**config.mk**
```make
export PLATFORM = sky130hd
export DESIGN_NAME = maincontrol_mc
export DESIGN_NICKNAME = d
export VERILOG_FILES = /design/src/rtl/maincontrol_mc.sv
export SDC_FILE = /design/constraint.sdc
export NUM_CORES = 1
export LEC_CHECK = 0
export BUFFER_PORTS_ARGS = -buffer_cell sky130_fd_sc_hd__buf_2
export CAP_MARGIN = 15
export CORE_AREA = 2 2 39 41
export CTS_CLUSTER_DIAMETER = 50
export CTS_CLUSTER_SIZE = 20
export DETAILED_ROUTE_END_ITERATION = 6
export DIE_AREA = 0 0 41 43
export PLACE_DENSITY_LB_ADDON = 0.3
export SYNTH_ARGS = -nofsm -noshare
export SYNTH_HDL_FRONTEND = slang
export SYNTH_SLANG_ARGS = --single-unit
```
**constraint.sdc**
```tcl
create_clock -name clk -period 4.2 [get_ports clk]
set_input_delay 0.42 -clock clk [delete_from_list [all_inputs] [get_ports clk]]
set_output_delay 0.42 -clock clk [all_outputs]
set_load 0.01 [all_outputs]
```
**src/rtl/maincontrol_mc.sv**
```systemverilog
// Multicycle MIPS main control FSM: sequences fetch/decode/execute/memory/writeback from the opcode.
// Optional feature: define MC_ADDI_EN to decode addi (001000) through ADDIEX/ADDIWB.
module maincontrol_mc (
  input  logic       clk,
  input  logic       rst,
  input  logic [5:0] op,
  input  logic       memready,
  output logic       pcwrite,
  output logic       pcwritecond,
  output logic       iord,
  output logic       memread,
  output logic       memwrite,
  output logic       memtoreg,
  output logic       irwrite,
  output logic       regwrite,
  output logic       regdst,
  output logic       alusrca,
  output logic [1:0] pcsource,
  output logic [1:0] alusrcb,
  output logic [1:0] aluop,
  output logic       illegal,
  output logic [3:0] state
);

  localparam logic [5:0] OP_R    = 6'b000000;
  localparam logic [5:0] OP_LW   = 6'b100011;
  localparam logic [5:0] OP_SW   = 6'b101011;
  localparam logic [5:0] OP_BEQ  = 6'b000100;
  localparam logic [5:0] OP_J    = 6'b000010;
`ifdef MC_ADDI_EN
  localparam logic [5:0] OP_ADDI = 6'b001000;
`endif

  typedef enum logic [3:0] {
    S_FETCH  = 4'd0,
    S_DECODE = 4'd1,
    S_MEMADR = 4'd2,
    S_MEMRD  = 4'd3,
    S_MEMWB  = 4'd4,
    S_MEMWR  = 4'd5,
    S_EXEC   = 4'd6,
    S_RTWB   = 4'd7,
    S_BRANCH = 4'd8,
    S_JUMP   = 4'd9,
    S_ADDIEX = 4'd10,
    S_ADDIWB = 4'd11
  } state_t;

  state_t state_q, state_d;

  always_ff @(posedge clk) begin
    if (rst) state_q <= S_FETCH;
    else     state_q <= state_d;
  end

  assign state = state_q;

  always_comb begin
    state_d     = S_FETCH;
    pcwrite     = 1'b0;
    pcwritecond = 1'b0;
    iord        = 1'b0;
    memread     = 1'b0;
    memwrite    = 1'b0;
    memtoreg    = 1'b0;
    irwrite     = 1'b0;
    regwrite    = 1'b0;
    regdst      = 1'b0;
    alusrca     = 1'b0;
    pcsource    = 2'b00;
    alusrcb     = 2'b00;
    aluop       = 2'b00;
    illegal     = 1'b0;
    case (state_q)
      S_FETCH: begin
        memread = 1'b1;
        alusrcb = 2'b01;
        irwrite = memready;
        pcwrite = memready;
        state_d = memready ? S_DECODE : S_FETCH;
      end
      S_DECODE: begin
        alusrcb = 2'b11;
        case (op)
          OP_LW, OP_SW: state_d = S_MEMADR;
          OP_R:         state_d = S_EXEC;
          OP_BEQ:       state_d = S_BRANCH;
          OP_J:         state_d = S_JUMP;
`ifdef MC_ADDI_EN
          OP_ADDI:      state_d = S_ADDIEX;
`endif
          default: begin
            illegal = 1'b1;
            state_d = S_FETCH;
          end
        endcase
      end
      S_MEMADR: begin
        alusrca = 1'b1;
        alusrcb = 2'b10;
        if (op == OP_LW)      state_d = S_MEMRD;
        else if (op == OP_SW) state_d = S_MEMWR;
        else                  state_d = S_FETCH;
      end
      S_MEMRD: begin
        memread = 1'b1;
        iord    = 1'b1;
        state_d = memready ? S_MEMWB : S_MEMRD;
      end
      S_MEMWB: begin
        regwrite = 1'b1;
        memtoreg = 1'b1;
      end
      S_MEMWR: begin
        memwrite = 1'b1;
        iord     = 1'b1;
        state_d  = memready ? S_FETCH : S_MEMWR;
      end
      S_EXEC: begin
        alusrca = 1'b1;
        aluop   = 2'b10;
        state_d = S_RTWB;
      end
      S_RTWB: begin
        regwrite = 1'b1;
        regdst   = 1'b1;
      end
      S_BRANCH: begin
        alusrca     = 1'b1;
        aluop       = 2'b01;
        pcwritecond = 1'b1;
        pcsource    = 2'b01;
      end
      S_JUMP: begin
        pcwrite  = 1'b1;
        pcsource = 2'b10;
      end
`ifdef MC_ADDI_EN
      S_ADDIEX: begin
        alusrca = 1'b1;
        alusrcb = 2'b10;
        state_d = S_ADDIWB;
      end
      S_ADDIWB: begin
        regwrite = 1'b1;
      end
`endif
      default: state_d = S_FETCH;
    endcase
    // A reset cycle must never commit anything, whatever state it interrupts.
    if (rst) begin
      pcwrite     = 1'b0;
      pcwritecond = 1'b0;
      memwrite    = 1'b0;
      regwrite    = 1'b0;
      irwrite     = 1'b0;
      illegal     = 1'b0;
    end
  end

endmodule

```
==> results.py, run 1 <==
metrics = {
    "global_route": {
        "gr-total-overflow": 0,
        "grt_use_total_pct": 17.99,
        "antenna_found_initial": 0,
        "grt_pass1_wl_um": 2194,
        "grt_pass1_vias": 503,
        "grt_max_degree": 23,
    },
    "floorplanning": {
        "fp.dieW_um": 41,
        "core_sq_um": 1384,
        "die-area_sq_um": 1763,
        "io_pins": 30,
        "start_util_pct": 36.08,
        "fp.dieH_um": 43,
        "rows": 14,
    },
    "yosys": {
        "yosys_most_used_dff": "dfxtp_1",
        "yosysWarnings": 0,
        "synth_area_sq_um": 499.2,
        "yosysMostFrequentCell": "nor3_1",
        "async_reset_ff_share_pct": 0,
        "synth.area.top_cells": "dfxtp_1, nor3_1, nor4_1",
        "seq_area_frac_synth_pct": 16.04,
        "netlist_top_cells_count": "nor3_1, nor2_1, nor4_1",
        "synth_edf_count": 0,
        "synth_cells": 75,
        "synth_top_area_share_pct": 16.04,
        "postSynthAreaPerCell_sq_um": 6.656,
        "synth_top_area_cell": "dfxtp_1",
        "ys_types": 30,
        "synth_fp_nets": 84,
        "synth_seq_cells": 4,
    },
    "sta": {
        "rsz0062_at_grt": "false",
        "final_max_slew_viol_count": 0,
        "finalSetupViolCount": 0,
        "max_freq_mhz": 500.9,
        "min_period_over_period_pct": 47.54,
        "finalHoldViolCount": 0,
        "setup_tns_ns": 0,
        "slew_headroom_pct": 50.20,
        "post-route-min-period_ns": 1.997,
        "skew_ns": 0.01050,
        "timing.hold.ws_ns": 0.3956,
        "worstMarginPinSlew_ns": 0.7460,
    },
    "cts": {
        "clkSinkCount": 4,
        "post_cts_buffers": 0,
        "holdBufCountCts": 0,
        "cts_resized": 0,
        "cts_root_buffer": "clkbuf_4",
        "htreeDepth": 1,
        "clk_latency_ns": 0.24,
        "clock_path_buffers": 2,
        "cts_tree": "yes",
        "clkTransAtPathRegs_ns": 0.04,
        "cts_buffers": 3,
    },
    "layout": {
        "syn_to_final_growth_pct": 32.83,
        "num-fill-cells": 155,
        "layout.nets": 112,
        "largest_reg_flops": 4,
        "fin_cells": 117,
        "antenna_cells": 0,
        "final_cell_area_sq_um": 663.1,
        "layout-drive-gt1-share_pct": 34.65,
        "postLayoutCoreUtil_pct": 47.92,
    },
    "place": {
        "dp_cells": 114,
        "port_buffers": 29,
        "gp_congestion": 0.8367,
        "dpl.hpwl_um": 1099,
        "placed_area_sq_um": 640.6,
    },
    "power_and_ir_drop": {
        "p_per_area_nw_per_um2": 200.2,
        "peakVddDrop_mv": 0.1383,
        "p_leak_nw": 0.3049,
    },
    "route": {
        "drt_iter0_drc": 16,
        "viasPerCell": 5.581,
        "dr.pass1.iters": 4,
        "ant_nets": 0,
        "routedWlPerCell_um": 12.40,
        "routed-via-count": 653,
        "routed_wl_um": 1451,
        "drc": 0,
    },
    "status": {
        "status": "complete, no violations",
    },
    "min_path": {
        "min_path_type": "in -> reg",
    },
    "setup_path": {
        "critPathRequiredTime_ns": 3.78,
        "worst_setup_path_end_kind": "output port",
        "cpPeakStageDelay_ns": 0.46,
        "cpMaxStageDelayCell": "or3_1",
        "path_cells": "or3_1, nor4b_1, buf_2",
        "crit_arrival_ns": 1.58,
        "worstSetupPathType": "reg -> out",
        "path_max_fanout": 14,
        "critPathLaunchType": "flip-flop",
    },
    "run": {
        "cap_violations": 0,
    },
}
==> worst max-delay path: cells and delay by family (launching register included) <==
| kind | cells | cell delay (ns) |
|---|---|---|
| DFF | 1 | 0.43 |
| buffers and inverters | 1 | 0.18 |
| and+or+nand+nor | 2 | 0.73 |
==> routing by layer <==
| metal | vias up | share of wire, % | track usage (%) |
|---|---|---|---|
| li1 | 330 | - | - |
| met4 | 0 | 0.83 | 12.00 |
| met3 | 2 | 8.9 | 1.571 |
| met5 | - | 0 | 0 |
| met2 | 31 | 42 | 24.06 |
| met1 | 290 | 48 | 26.13 |
==> power by group <==
group	switching [mW]	total [mW]	leakage, nW	internal, mW
Sequential	0.00513	0.0446	0.0325	0.0395
Clock	0.0176	0.0497	0.0138	0.0321
Combinational	0.0218	0.0385	0.259	0.0166
Total	0.0446	0.133	0.305	0.0882
==> path summary, 6_finish.rpt <==
| check | start | endpoint | slack, ns | cells past startpoint |
|---|---|---|---|---|
| worst max-delay path | state[3]$_SDFF_PP0_ | irwrite | 2.20 | 3 |
| worst min-delay path | op[4] | state[3]$_SDFF_PP0_ | 0.40 | 2 |
| worst max register to register | state[0]$_SDFF_PP0_ | state[0]$_SDFF_PP0_ | 2.38 | 4 |
| worst min register to register | state[0]$_SDFF_PP0_ | state[1]$_SDFF_PP0_ | 0.83 | 2 |
==> through the flow <==
step	worst slack [ns]	power [mW]
2_1_floorplan	2.380	0.06724
3_3_place_gp	2.419	0.08310
3_5_place_dp	2.401	0.08335
4_1_cts	2.177	0.1348
5_1_grt	2.088	0.1406
6_report	2.203	0.1328
==> cell usage in the layout (no fill, tap or decap) <==
cell | netlist | final
a311oi_1 | 1 | 1
xor2_1 | 1 | 1
a21oi_1 | 2 | 2
a211oi_1 | 2 | 2
o31ai_1 | 1 | 1
or3_1 | 1 | 1
nand2b_1 | 4 | 4
and3b_1 | 1 | 1
nor4b_1 | 1 | 1
buf_2 | 1 | 29
a2111oi_0 | 1 | 1
nand2_1 | 2 | 2
inv_2 | 1 | 1
or2_2 | 1 | 1
nor2_1 | 9 | 9
a31o_1 | 1 | 1
and3_1 | 1 | 1
xnor2_1 | 3 | 3
a2111oi_2 | 1 | 1
dfxtp_1 | 4 | 4
or4_1 | 2 | 2
nor3_1 | 13 | 13
clkbuf_4 | 0 | 3
nor4_1 | 6 | 6
mux2i_1 | 1 | 1
nand3_1 | 1 | 1
o31a_1 | 2 | 2
nor3b_1 | 2 | 2
inv_1 | 4 | 4
==> cell type report <==
cell class	count	area, sq um	share of cell area (%)
Clock buffer	3	22.52	3.396
Inverter	5	18.77	2.830
Multi-Input combinational cell	60	376.6	56.79
Sequential cell	4	80.08	12.08
Tap cell	16	20.02	3.019
Timing Repair Buffer	29	145.1	21.89
==> kinds of logic (layout without fill, tap and decap cells) <==
kind of cell / count (synthesis) / count (layout) / synth area share (%)
flops: 4 / 4 / 16.04
buf+inv: 11 / 37 / 8.517
xor+xnor: 4 / 4 / 7.019
mux: 1 / 1 / 2.005
simple gates: 44 / 44 / 48.12
compound gates: 11 / 11 / 18.30
Power figures use the tool's default switching activity.
==> run 2, diff against run 1 <==
--- a/config.mk
+++ b/config.mk
@@ -7,11 +7,10 @@
 export LEC_CHECK = 0
 export BUFFER_PORTS_ARGS = -buffer_cell sky130_fd_sc_hd__buf_2
 export CAP_MARGIN = 15
-export CORE_AREA = 2 2 39 41
+export CORE_UTILIZATION = 37
 export CTS_CLUSTER_DIAMETER = 50
 export CTS_CLUSTER_SIZE = 20
 export DETAILED_ROUTE_END_ITERATION = 6
-export DIE_AREA = 0 0 41 43
 export PLACE_DENSITY_LB_ADDON = 0.3
 export SYNTH_ARGS = -nofsm -noshare
 export SYNTH_HDL_FRONTEND = slang
==> constraint.sdc (replaced) <==
create_clock -name clk -period 1.7 [get_ports clk]
set_input_delay 0.17 -clock clk [delete_from_list [all_inputs] [get_ports clk]]
set_output_delay 0.17 -clock clk [all_outputs]
set_load 0.01 [all_outputs]
==> run 2 against run 1 <==
Net effect: critical path depth increased by 2; hold slack got worse by 0.26 ns; cell count rose by 3.4%; first-iteration DRC count up 110%; setup slack got worse by 2.1 ns; largest power group unchanged; power rose to 2.6 times the previous value.
==> results.py, run 2 (synthesis results as in run 1) <==
metrics = {
    "floorplanning": {
        "die-area_sq_um": 1500,
        "core_sq_um": 1186,
        "rows": 12,
        "fp.dieH_um": 38.73,
        "start_util_pct": 42.09,
        "fp.dieW_um": 38.73,
        "io_pins": 30,
    },
    "sta": {
        "rsz0062_at_grt": "false",
        "post-route-min-period_ns": 1.581,
        "setup_tns_ns": 0,
        "skew_ns": 0.007472,
        "timing.hold.ws_ns": 0.1322,
        "setup_ws_ns": 0.1186,
        "max_freq_mhz": 632.3,
        "finalSetupViolCount": 0,
        "min_period_over_period_pct": 93.02,
        "finalHoldViolCount": 0,
        "worstMarginPinSlew_ns": 0.4259,
        "final_max_slew_viol_count": 0,
        "slew_headroom_pct": 70.87,
    },
    "place": {
        "preCtsSetupSlack_ns": 0.1543,
        "dp_cells": 118,
        "dpl.hpwl_um": 1255,
        "gp_congestion": 0.7975,
        "port_buffers": 29,
    },
    "global_route": {
        "grt_max_degree": 15,
        "grt_pass1_wl_um": 2428,
        "antenna_found_initial": 0,
        "grt_use_met1_pct": 27.59,
        "grt_use_total_pct": 23.60,
        "grt-busiest-layer": "met2",
        "use_met2_pct": 39.17,
        "use_met3_pct": 3.468,
        "gr-total-overflow": 0,
        "grt_pass1_vias": 573,
    },
    "setup_path": {
        "critPathLaunchType": "flip-flop",
        "r2r_slack_ns": 0.14,
        "ff2ff_path_depth": 4,
        "worstSetupPathType": "reg -> out",
        "worst_setup_path_end_kind": "output port",
        "critPathRequiredTime_ns": 1.53,
        "path_max_fanout": 11,
        "crit_arrival_ns": 1.41,
    },
    "route": {
        "drc": 0,
        "routed-via-count": 717,
        "ant_nets": 0,
        "drt_iter0_drc": 33,
        "routedWlPerCell_um": 13.07,
        "dr.pass1.iters": 4,
        "routed_wl_um": 1581,
        "viasPerCell": 5.926,
    },
    "layout": {
        "syn_to_final_growth_pct": 42.61,
        "fin_cells": 121,
        "seqCellArea_sq_um": 80.08,
        "layout.nets": 118,
        "final_cell_mix": "buf_2, nor3_1, nor2_1",
        "layout_commonest_cell": "buf_2",
        "multi_input_area_sq_um": 382.9,
        "largest_reg_flops": 4,
        "antenna_cells": 0,
        "num-fill-cells": 137,
        "layout-drive-gt1-share_pct": 39.25,
    },
    "cts": {
        "clkSinkCount": 4,
        "clkTransAtPathRegs_ns": 0.04,
        "htreeDepth": 1,
        "cts_tree": "yes",
        "cts_root_buffer": "clkbuf_4",
        "clock_path_buffers": 2,
        "post_cts_buffers": 0,
        "cts_buffers": 3,
        "clk_latency_ns": 0.25,
    },
    "min_path": {
        "min_path_type": "in -> reg",
        "whs_path_depth": 2,
    },
    "status": {
        "status": "complete, no violations",
    },
    "power_and_ir_drop": {
        "p_total_mw": 0.3444,
        "p_leak_nw": 0.3382,
        "peakVddDrop_mv": 0.2237,
        "p_per_area_nw_per_um2": 483.7,
    },
    "run": {
        "cap_violations": 0,
    },
}
==> run 2: cell types whose count changed in the layout (fill, tap and decap cells not counted) <==
cell	change
buf_4	+6
nor4b_1	-1
nor4b_2	+1
==> run 2: path summary, 6_finish.rpt <==
path,start,endpoint
worst max-delay path,state[0]$_SDFF_PP0_,pcwrite
worst min-delay path,op[4],state[3]$_SDFF_PP0_
worst max register to register,state[0]$_SDFF_PP0_,state[1]$_SDFF_PP0_
worst min register to register,state[3]$_SDFF_PP0_,state[3]$_SDFF_PP0_
==> run 2: metal layers <==
metal  share of wire [%]  wire [um]  vias up
li1                    -          -      347
met1                  44        699      341
met2                  50        794       27
met3                 4.2         67        2
met4                 1.2         19        0
met5                   0          0        -
==> run 2: where the power goes <==
part / leakage, nW / internal, mW / switching (mW)
clock network: 0.0138 / 0.0796 / 0.0486
registers: 0.0325 / 0.0974 / 0.00481
logic: 0.292 / 0.0480 / 0.0659
total: 0.338 / 0.225 / 0.119
==> run 2: final cells by class <==
cell class / instances / area share (%)
Clock buffer: 3 / 3.163
Inverter: 5 / 2.636
Multi-Input combinational cell: 60 / 53.78
Sequential cell: 4 / 11.25
Tap cell: 14 / 2.460
Timing Repair Buffer: 35 / 26.71
==> run 2: stage by stage <==
| step | instance area [sq um] | utilization, % |
|---|---|---|
| floorplan | 499.2 | - |
| global placement | 683.2 | 57.59 |
| detailed placement | 683.2 | 57.59 |
| CTS | 705.7 | 59.49 |
| global route | 711.9 | 60.02 |
| finish | 711.9 | 60.02 |
==> run 2: worst max-delay path, stage by stage (launching register included) <==
cell and delay, ns:
dfxtp_1 0.38, buf_4 0.21, nor3b_1 0.20, a21oi_1 0.06
nor4_1 0.16, buf_2 0.17
==> run 2: timing repair <==
item | in CTS | in global routing
endpoints found under the setup margin | 0 | 1
hold buffers | 0 | 0
gates resized for setup | 0 | 1
